`config.mk`:
```
export PLATFORM = sky130hd
export DESIGN_NAME = pipe_stall_ctrl_flat
export DESIGN_NICKNAME = d
export VERILOG_FILES = /design/src/rtl/pipe_stall_ctrl_if.sv /design/src/rtl/pipe_stall_ctrl.sv /design/src/flat_wrapper.sv
export SDC_FILE = /design/constraint.sdc
export NUM_CORES = 1
export LEC_CHECK = 0
export CORE_AREA = 4 4 41 43
export CTS_BUF_LIST = sky130_fd_sc_hd__clkbuf_4
export DETAILED_ROUTE_END_ITERATION = 7
export DIE_AREA = 0 0 45 47
export PLACE_DENSITY = 0.75
export SKIP_LAST_GASP = 1
export SLEW_MARGIN = 40
export SYNTH_ARGS = -nofsm -noshare
export SYNTH_HDL_FRONTEND = slang
export SYNTH_SLANG_ARGS = --single-unit
```
`constraint.sdc`:
```
create_clock -name clk -period 3.6 [get_ports clk]
set_input_delay 1.08 -clock clk [delete_from_list [all_inputs] [get_ports clk]]
set_output_delay 1.08 -clock clk [all_outputs]
set_load 0.02 [all_outputs]
```
`src/rtl/pipe_stall_ctrl_if.sv`:
```
// StallBus bundle between the stall controller and the pipeline stages.
// STALL_PERF_CNT_EN adds the stall_cycles performance counter to the bundle.
interface pipe_stall_ctrl_if;
    logic       flush;
    logic       ld_use_req;
    logic       md_req;
    logic       md_is_div;
    logic       mem_stall_req;
    logic [5:0] stall;
    logic       md_start;
    logic       md_done;
    logic       md_abort;
    logic       md_busy;
`ifdef STALL_PERF_CNT_EN
    logic [31:0] stall_cycles;

    modport master (
        input  flush, ld_use_req, md_req, md_is_div, mem_stall_req,
        output stall, md_start, md_done, md_abort, md_busy, stall_cycles
    );
    modport slave (
        output flush, ld_use_req, md_req, md_is_div, mem_stall_req,
        input  stall, md_start, md_done, md_abort, md_busy, stall_cycles
    );
`else
    modport master (
        input  flush, ld_use_req, md_req, md_is_div, mem_stall_req,
        output stall, md_start, md_done, md_abort, md_busy
    );
    modport slave (
        output flush, ld_use_req, md_req, md_is_div, mem_stall_req,
        input  stall, md_start, md_done, md_abort, md_busy
    );
`endif
endinterface

```
`src/rtl/pipe_stall_ctrl.sv`:
```
// Pipeline stall/sequencing controller: merges flush, memory wait, mult/div occupancy
// and load-use into the StallBus. Optional STALL_PERF_CNT_EN adds a saturating stall counter.
module pipe_stall_ctrl #(
    parameter int MUL_LAT = 2,
    parameter int DIV_LAT = 33,
    parameter int CNT_W   = 6
) (
    input  logic              clk,
    input  logic              rst,
    pipe_stall_ctrl_if.master bus
);

    if (MUL_LAT < 1 || MUL_LAT > (2**CNT_W) - 1) begin : g_bad_mul
        $error("MUL_LAT out of range for CNT_W");
    end
    if (DIV_LAT < 1 || DIV_LAT > (2**CNT_W) - 1) begin : g_bad_div
        $error("DIV_LAT out of range for CNT_W");
    end

    localparam logic [CNT_W-1:0] MUL_LOAD = CNT_W'(MUL_LAT - 1);
    localparam logic [CNT_W-1:0] DIV_LOAD = CNT_W'(DIV_LAT - 1);

    localparam logic [5:0] STALL_NONE = 6'b000000;
    localparam logic [5:0] STALL_LDU  = 6'b000111;
    localparam logic [5:0] STALL_EX   = 6'b001111;
    localparam logic [5:0] STALL_MEM  = 6'b011111;

    typedef enum logic {IDLE, BUSY} state_t;

    state_t           state, state_nxt;
    logic [CNT_W-1:0] cnt, cnt_nxt;
    logic [5:0]       stall_d;
    logic             start_d, done_d, abort_d;

    // Decode in strict priority: flush, memory wait, mult/div, load-use.
    always_comb begin
        state_nxt = state;
        cnt_nxt   = cnt;
        stall_d   = STALL_NONE;
        start_d   = 1'b0;
        done_d    = 1'b0;
        abort_d   = 1'b0;
        if (bus.flush) begin
            abort_d   = (state == BUSY);
            state_nxt = IDLE;
            cnt_nxt   = '0;
        end else if (bus.mem_stall_req) begin
            stall_d = STALL_MEM;
            // Latency keeps running under a memory wait; done is deferred at zero.
            if (state == BUSY && cnt != '0) cnt_nxt = cnt - CNT_W'(1);
        end else if (state == BUSY) begin
            if (cnt != '0) begin
                stall_d = STALL_EX;
                cnt_nxt = cnt - CNT_W'(1);
            end else begin
                done_d    = 1'b1;
                state_nxt = IDLE;
            end
        end else if (bus.md_req) begin
            stall_d   = STALL_EX;
            start_d   = 1'b1;
            cnt_nxt   = bus.md_is_div ? DIV_LOAD : MUL_LOAD;
            state_nxt = BUSY;
        end else if (bus.ld_use_req) begin
            stall_d = STALL_LDU;
        end
    end

    always_ff @(posedge clk or negedge rst) begin
        if (!rst) begin
            state <= IDLE;
            cnt   <= '0;
        end else begin
            state <= state_nxt;
            cnt   <= cnt_nxt;
        end
    end

    // Outputs are forced quiet while reset is held, independent of the request inputs.
    assign bus.stall    = rst ? stall_d : STALL_NONE;
    assign bus.md_start = rst & start_d;
    assign bus.md_done  = rst & done_d;
    assign bus.md_abort = rst & abort_d;
    assign bus.md_busy  = (state == BUSY);

`ifdef STALL_PERF_CNT_EN
    logic [31:0] perf_cnt;

    always_ff @(posedge clk or negedge rst) begin
        if (!rst)
            perf_cnt <= '0;
        else if (bus.stall[0] && perf_cnt != 32'hFFFF_FFFF)
            perf_cnt <= perf_cnt + 32'd1;
    end

    assign bus.stall_cycles = perf_cnt;
`endif

endmodule

```
`src/flat_wrapper.sv`:
```
// flat-port wrapper written by rule: the top's interface ports become plain ports
module pipe_stall_ctrl_flat 
#(
    parameter int MUL_LAT = 2,
    parameter int DIV_LAT = 33,
    parameter int CNT_W   = 6
)
  (clk, rst, bus_flush, bus_ld_use_req, bus_md_req, bus_md_is_div, bus_mem_stall_req, bus_stall, bus_md_start, bus_md_done, bus_md_abort, bus_md_busy);
  pipe_stall_ctrl_if bus_i ();
  input  logic clk;
  input  logic rst;
  input wire logic [$bits(bus_i.flush)-1:0] bus_flush;
  input wire logic [$bits(bus_i.ld_use_req)-1:0] bus_ld_use_req;
  input wire logic [$bits(bus_i.md_req)-1:0] bus_md_req;
  input wire logic [$bits(bus_i.md_is_div)-1:0] bus_md_is_div;
  input wire logic [$bits(bus_i.mem_stall_req)-1:0] bus_mem_stall_req;
  output wire logic [$bits(bus_i.stall)-1:0] bus_stall;
  output wire logic [$bits(bus_i.md_start)-1:0] bus_md_start;
  output wire logic [$bits(bus_i.md_done)-1:0] bus_md_done;
  output wire logic [$bits(bus_i.md_abort)-1:0] bus_md_abort;
  output wire logic [$bits(bus_i.md_busy)-1:0] bus_md_busy;
  assign bus_i.flush = bus_flush;
  assign bus_i.ld_use_req = bus_ld_use_req;
  assign bus_i.md_req = bus_md_req;
  assign bus_i.md_is_div = bus_md_is_div;
  assign bus_i.mem_stall_req = bus_mem_stall_req;
  assign bus_stall = bus_i.stall;
  assign bus_md_start = bus_i.md_start;
  assign bus_md_done = bus_i.md_done;
  assign bus_md_abort = bus_i.md_abort;
  assign bus_md_busy = bus_i.md_busy;
  pipe_stall_ctrl #(.MUL_LAT(MUL_LAT), .DIV_LAT(DIV_LAT), .CNT_W(CNT_W)) u_core (.clk(clk), .rst(rst), .bus(bus_i));
endmodule
```
-- After elaboration in Yosys (flattened, before gate mapping)
Cells that the tools add are included.
W data, S select, Z words.
- eq/ne operators: 3
- shifts and indexed selects: 0
- divide/modulo/power cells: 0
- order comparisons: 0
- reductions and logical operators: 4
- add/subtract/negate cells: 1
- $mul: 0
- bitwise logic cells: 3
- mux-type cells: 27
- operator list (kind ; count):
    $mux W6 ; 12
    $mux W1 ; 13
    $reduce_bool A6 Y1 ; 1
    $sub A6 B1 Y6 const B ; 1
    $mux W4 ; 1
    $ne A4 B4 Y1 const B ; 1
    $reduce_bool A4 Y1 ; 1
    $and A1 B1 Y1 ; 3
    $mux W3 ; 1
    $ne A3 B2 Y1 const B ; 1
    $reduce_and A3 Y1 ; 1
    $ne A2 B2 Y1 const B ; 1
    $logic_and A1 B1 Y1 ; 1
- memories kept: 0
- memory bits (read-only): 0
- logic and storage cells: 40
- output and inout port bits: 10
- register bits after elaboration: 7
- memory bits (writable): 0
- bits in latches: 0
- input bits: 7

-- Logic depth before layout (Yosys ltp)
- word-level depth: 6
- depth in mapped cells: 8
- depth with buffers taken out: 6

-- Worst setup path before layout
Ideal clock, no wire load.
- path type: input to output
- from: in bus_flush
- to: out bus_md_done
- buffers on the path: 1
- stages on the path: 3
- data arrival time: 2.195 ns
- setup slack: 0.325 ns
- cells stage by stage: clkbuf_1 nand2b_1 nor4b_1
- longest elaborated chain between the ends: 2
- ends and longest elaborated chain (what ; line ; RTL):
    start, declared ; flat_wrapper.sv:12 ; input wire logic [$bits(bus_i.flush)-1:0] bus_flush;
    $mux W1 ; pipe_stall_ctrl.sv:43 ; if (bus.flush) begin
    $and A1 B1 Y1 ; pipe_stall_ctrl.sv:82 ; assign bus.md_done = rst & done_d;
    end, declared ; flat_wrapper.sv:19 ; output wire logic [$bits(bus_i.md_done)-1:0] bus_md_done;
Every way passes these cells.

-- Worst setup path after layout
- from: in bus_mem_stall_req
- to: out bus_stall[4]
- longest elaborated chain between the ends: 3
- ends and longest elaborated chain (what ; line ; RTL):
    start, declared ; flat_wrapper.sv:16 ; input wire logic [$bits(bus_i.mem_stall_req)-1:0] bus_mem_stall_req;
    $mux W6 ; pipe_stall_ctrl.sv:47 ; end else if (bus.mem_stall_req) begin
    $mux W6 ; pipe_stall_ctrl.sv:43 ;
    $mux W6 ; pipe_stall_ctrl.sv:80 ; assign bus.stall = rst ? stall_d : STALL_NONE;
    end, declared ; flat_wrapper.sv:17 ; output wire logic [$bits(bus_i.stall)-1:0] bus_stall;
Every way passes these cells.

==> results by group <==
Layout
  – Non-Filler Instances: 100
  – N_diodes: 0
  – Cell area after layout: 741 sq um
  – Area delta synth->final: 40.3%
  – Layout cells sized above 1: 16.5%
  – Final core occ: 56.9%
  – Nets: 95

Synth
  – Syn Nets: 72
  – Mapped Area: 528 sq um
  – Largest cells by area after synthesis: dfrtp_1, a21oi_1, ha_1, buf_4, nor2_1
  – Post-synth top area cell: dfrtp_1
  – Post-Synth Simple-Gate Area: 29.4%
  – Avg Cell Area, Syn: ~8.4 sq um
  – Post-synth EDFFs: 0
  – Async set-reset flop share out of synthesis: 100%
  – Main flop type after synthesis: dfrtp_1
  – Sequential-to-total area share from yosys stat: approximately a third
  – Top cells by count, synth: dfrtp_1, nor2_1, a21oi_1, nand2_1, inv_1
  – Synth Area in Compound Gates: 22.0%
  – Top-count cell post-synth: dfrtp_1
  – Area share of fa/ha/maj cells after synthesis: 4.74%
  – Synth Area in XOR/XNOR: 0%
  – Yosys Warn Count: 0
  – Mux cell area share after synthesis: 0%
  – Yosys cell types: 29
  – Share of Yosys cell area claimed by the top area cell type: about 33%
  – Post-Synthesis Cells: 63
  – Post-synthesis register bit count: 7
  – Largest family of logic cells by synthesized area: simple AND/OR/NAND/NOR gates

Floorplanning
  – Die Wd: 45 um
  – Core ar.: 1300 sq um
  – Cell Rows: 13
  – IO Pins: 17
  – Die H: 47 um
  – Die area: 2120 sq um
  – Starting density of the core: 40.6%

Worst setup path
  – CP dominant cell by count: clkdlybuf4s50_1
  – Critical Path RT: 2.52 ns
  – Cells along the critical path: clkdlybuf4s50_1 > inv_1 > buf_4 > nor2_1 > clkdlybuf4s50_1
  – Worst EP arrival: 2.44 ns
  – Reg2reg setup slack: 1.80 ns
  – Worst path bufs/invs: 4
  – Worst path slowest cell: clkdlybuf4s50_1
  – Endpoint type of the worst setup path: output pin
  – Critical path startpoint category: input pin
  – Largest fanout on the critical path: 2
  – Setup CP Type: in2out
  – Crit-path leading delay family: buffers and inverters
  – CP peak stage delay: 0.61 ns

Global route
  – Vias in the first global route: 514
  – Remaining Overflow, GRT: 0
  – First-pass GRT wire length: between 2000 and 2500 um
  – Initial antenna violation count: 0
  – Largest net degree at the start of global routing: 13
  – GRT Resource Usage Total: 14.4%

Status
  – Outcome: finished, final reports clean

Power
  – Gate power share: 36.8%
  – Reg power frac: a little over a third
  – Worst VDD drop: around 0.33 mV
  – Power Density: 383 nW/um^2
  – NetSw: 95.4 uW
  – Switching share of total power: 33.6%
  – Lkg Pwr: 0.000383 uW
  – Pint: 188 uW
  – Clk pwr share: 27.5%

Placed design
  – Port bufs: 15
  – DP Area: just over 700 sq um
  – Dpl hpwl: around 1100 um
  – RD Place Congestion: 0.797
  – Dpl cells: 96
  – Pre-CTS setup slack: -0.169 ns

Route
  – DR WL/cell: 13.3 um
  – Drt total wl: about 1300 um
  – Starting DRT DRC Count: 11
  – 1st-pass router iterations: 4
  – Vias: 529
  – Post-route ant nets: 0
  – Vias per inst: 5.29
  – Detailed-route DRC error count: 0

STA
  – Final Cycle Share: 97.6%
  – Final worst slack: 0.0848 ns
  – Fin. Hold Viols: 0
  – Period minus WS final: 3.52 ns
  – Setup-failing EPs final: 0
  – Max Fclk: between 0.2 and 0.3 GHz
  – RSZ-0062 raised after global routing: no
  – Skew final: ~0.0018 ns
  – Slew Viols, Final: 0
  – Fin Setup TNS: 0 ns

CTS
  – H-tree Lvls: 1
  – Post-CTS setup buffers: 0
  – CTS tree: built
  – Root Driver: clkbuf_4
  – Later-pin clock latency in the skew report: 0.25 ns
  – CTS clk-pin slew, worst paths: roughly 0.05 ns
  – Clock Sinks: 7
  – CTS max path bufs: 2
  – Post-CTS resize count: 7
  – Hold_buf cts: 0
  – CTS Buf Count: 3

Min path
  – Min-delay worst type: reg2reg

Job
  – Max_cap viols: 0
## placed cells by master (no fill, tap or decap)
cell type        instances
a21bo_1                  1
buf_4                    8
or3_1                    2
nor3_1                   1
o2bb2ai_1                1
inv_1                    4
clkbuf_4                 4
nand3_1                  1
a32o_1                   1
nand2_1                  5
dfrtp_1                  7
a21o_1                   2
dlygate4sd2_1            7
o211ai_1                 3
conb_1                   1
nor2b_1                  1
a22o_1                   1
a211oi_1                 1
a21oi_1                  5
nor2_2                   1
nor3_2                   1
and3_1                   2
o41ai_1                  1
nor4_1                   1
nor2_1                   6
or4_1                    3
nand2b_1                 3
clkdlybuf4s50_1          8
ha_1                     2
nor4b_1                  1
## sequential cells by signal, indices dropped and copies added (netlist names)
| name | flops |
|---|---|
| u_core.cnt | 6 |
| u_core.bus.md_busy | 1 |
## routing by layer
metal	vias to the layer above	wire length (um)	track usage (%)
met1	245	602	18.3
li1	273	-	-
met3	0	79	5.75
met5	-	0	0
met4	0	0	3.51
met2	11	646	22.9
## cell type report
type                    count  area, sq um
clock buffers               4         30.0
fillers                   139          561
inverters                   4         15.0
multi-input cells          47          300
flip-flops and latches      7          175
well taps                  15         18.8
repair buffers             23          201
## worst paths after layout
path | from | to | cells after the start
setup / recovery | bus_mem_stall_req | bus_stall[4] | 5
hold / removal | u_core.cnt[5] | u_core.cnt[5] | 1
setup reg to reg | u_core.cnt[0] | u_core.cnt[3] | 6
hold reg to reg | u_core.cnt[5] | u_core.cnt[5] | 1
max in group asynchronous | rst | u_core.cnt[4] | 2
min in group asynchronous | rst | u_core.cnt[2] | 2
## power by group through the flow
stage	clock network, uW	logic, uW	registers, uW
floorplan	0	73.2	100
global placement	0	104	102
detailed placement	0	108	102
CTS	81.5	106	101
global route	87.9	118	103
finish	78.0	104	101
## metrics by stage
stage	hold slack, ns	power [uW]
6_report	0.549	284
5_1_grt	0.588	309
4_1_cts	0.545	288
3_5_place_dp	0.529	210
3_3_place_gp	0.531	206
2_1_floorplan	0.489	173
## cells by family after synthesis
logic type,after synthesis
AO/OA/AOI/OAI,16
buffers and inverters,9
adder cells (fa/ha/maj),2
flip-flops,7
other,1
AND/OR/NAND/NOR,28
No activity file was read; power rests on OpenSTA's default activity.
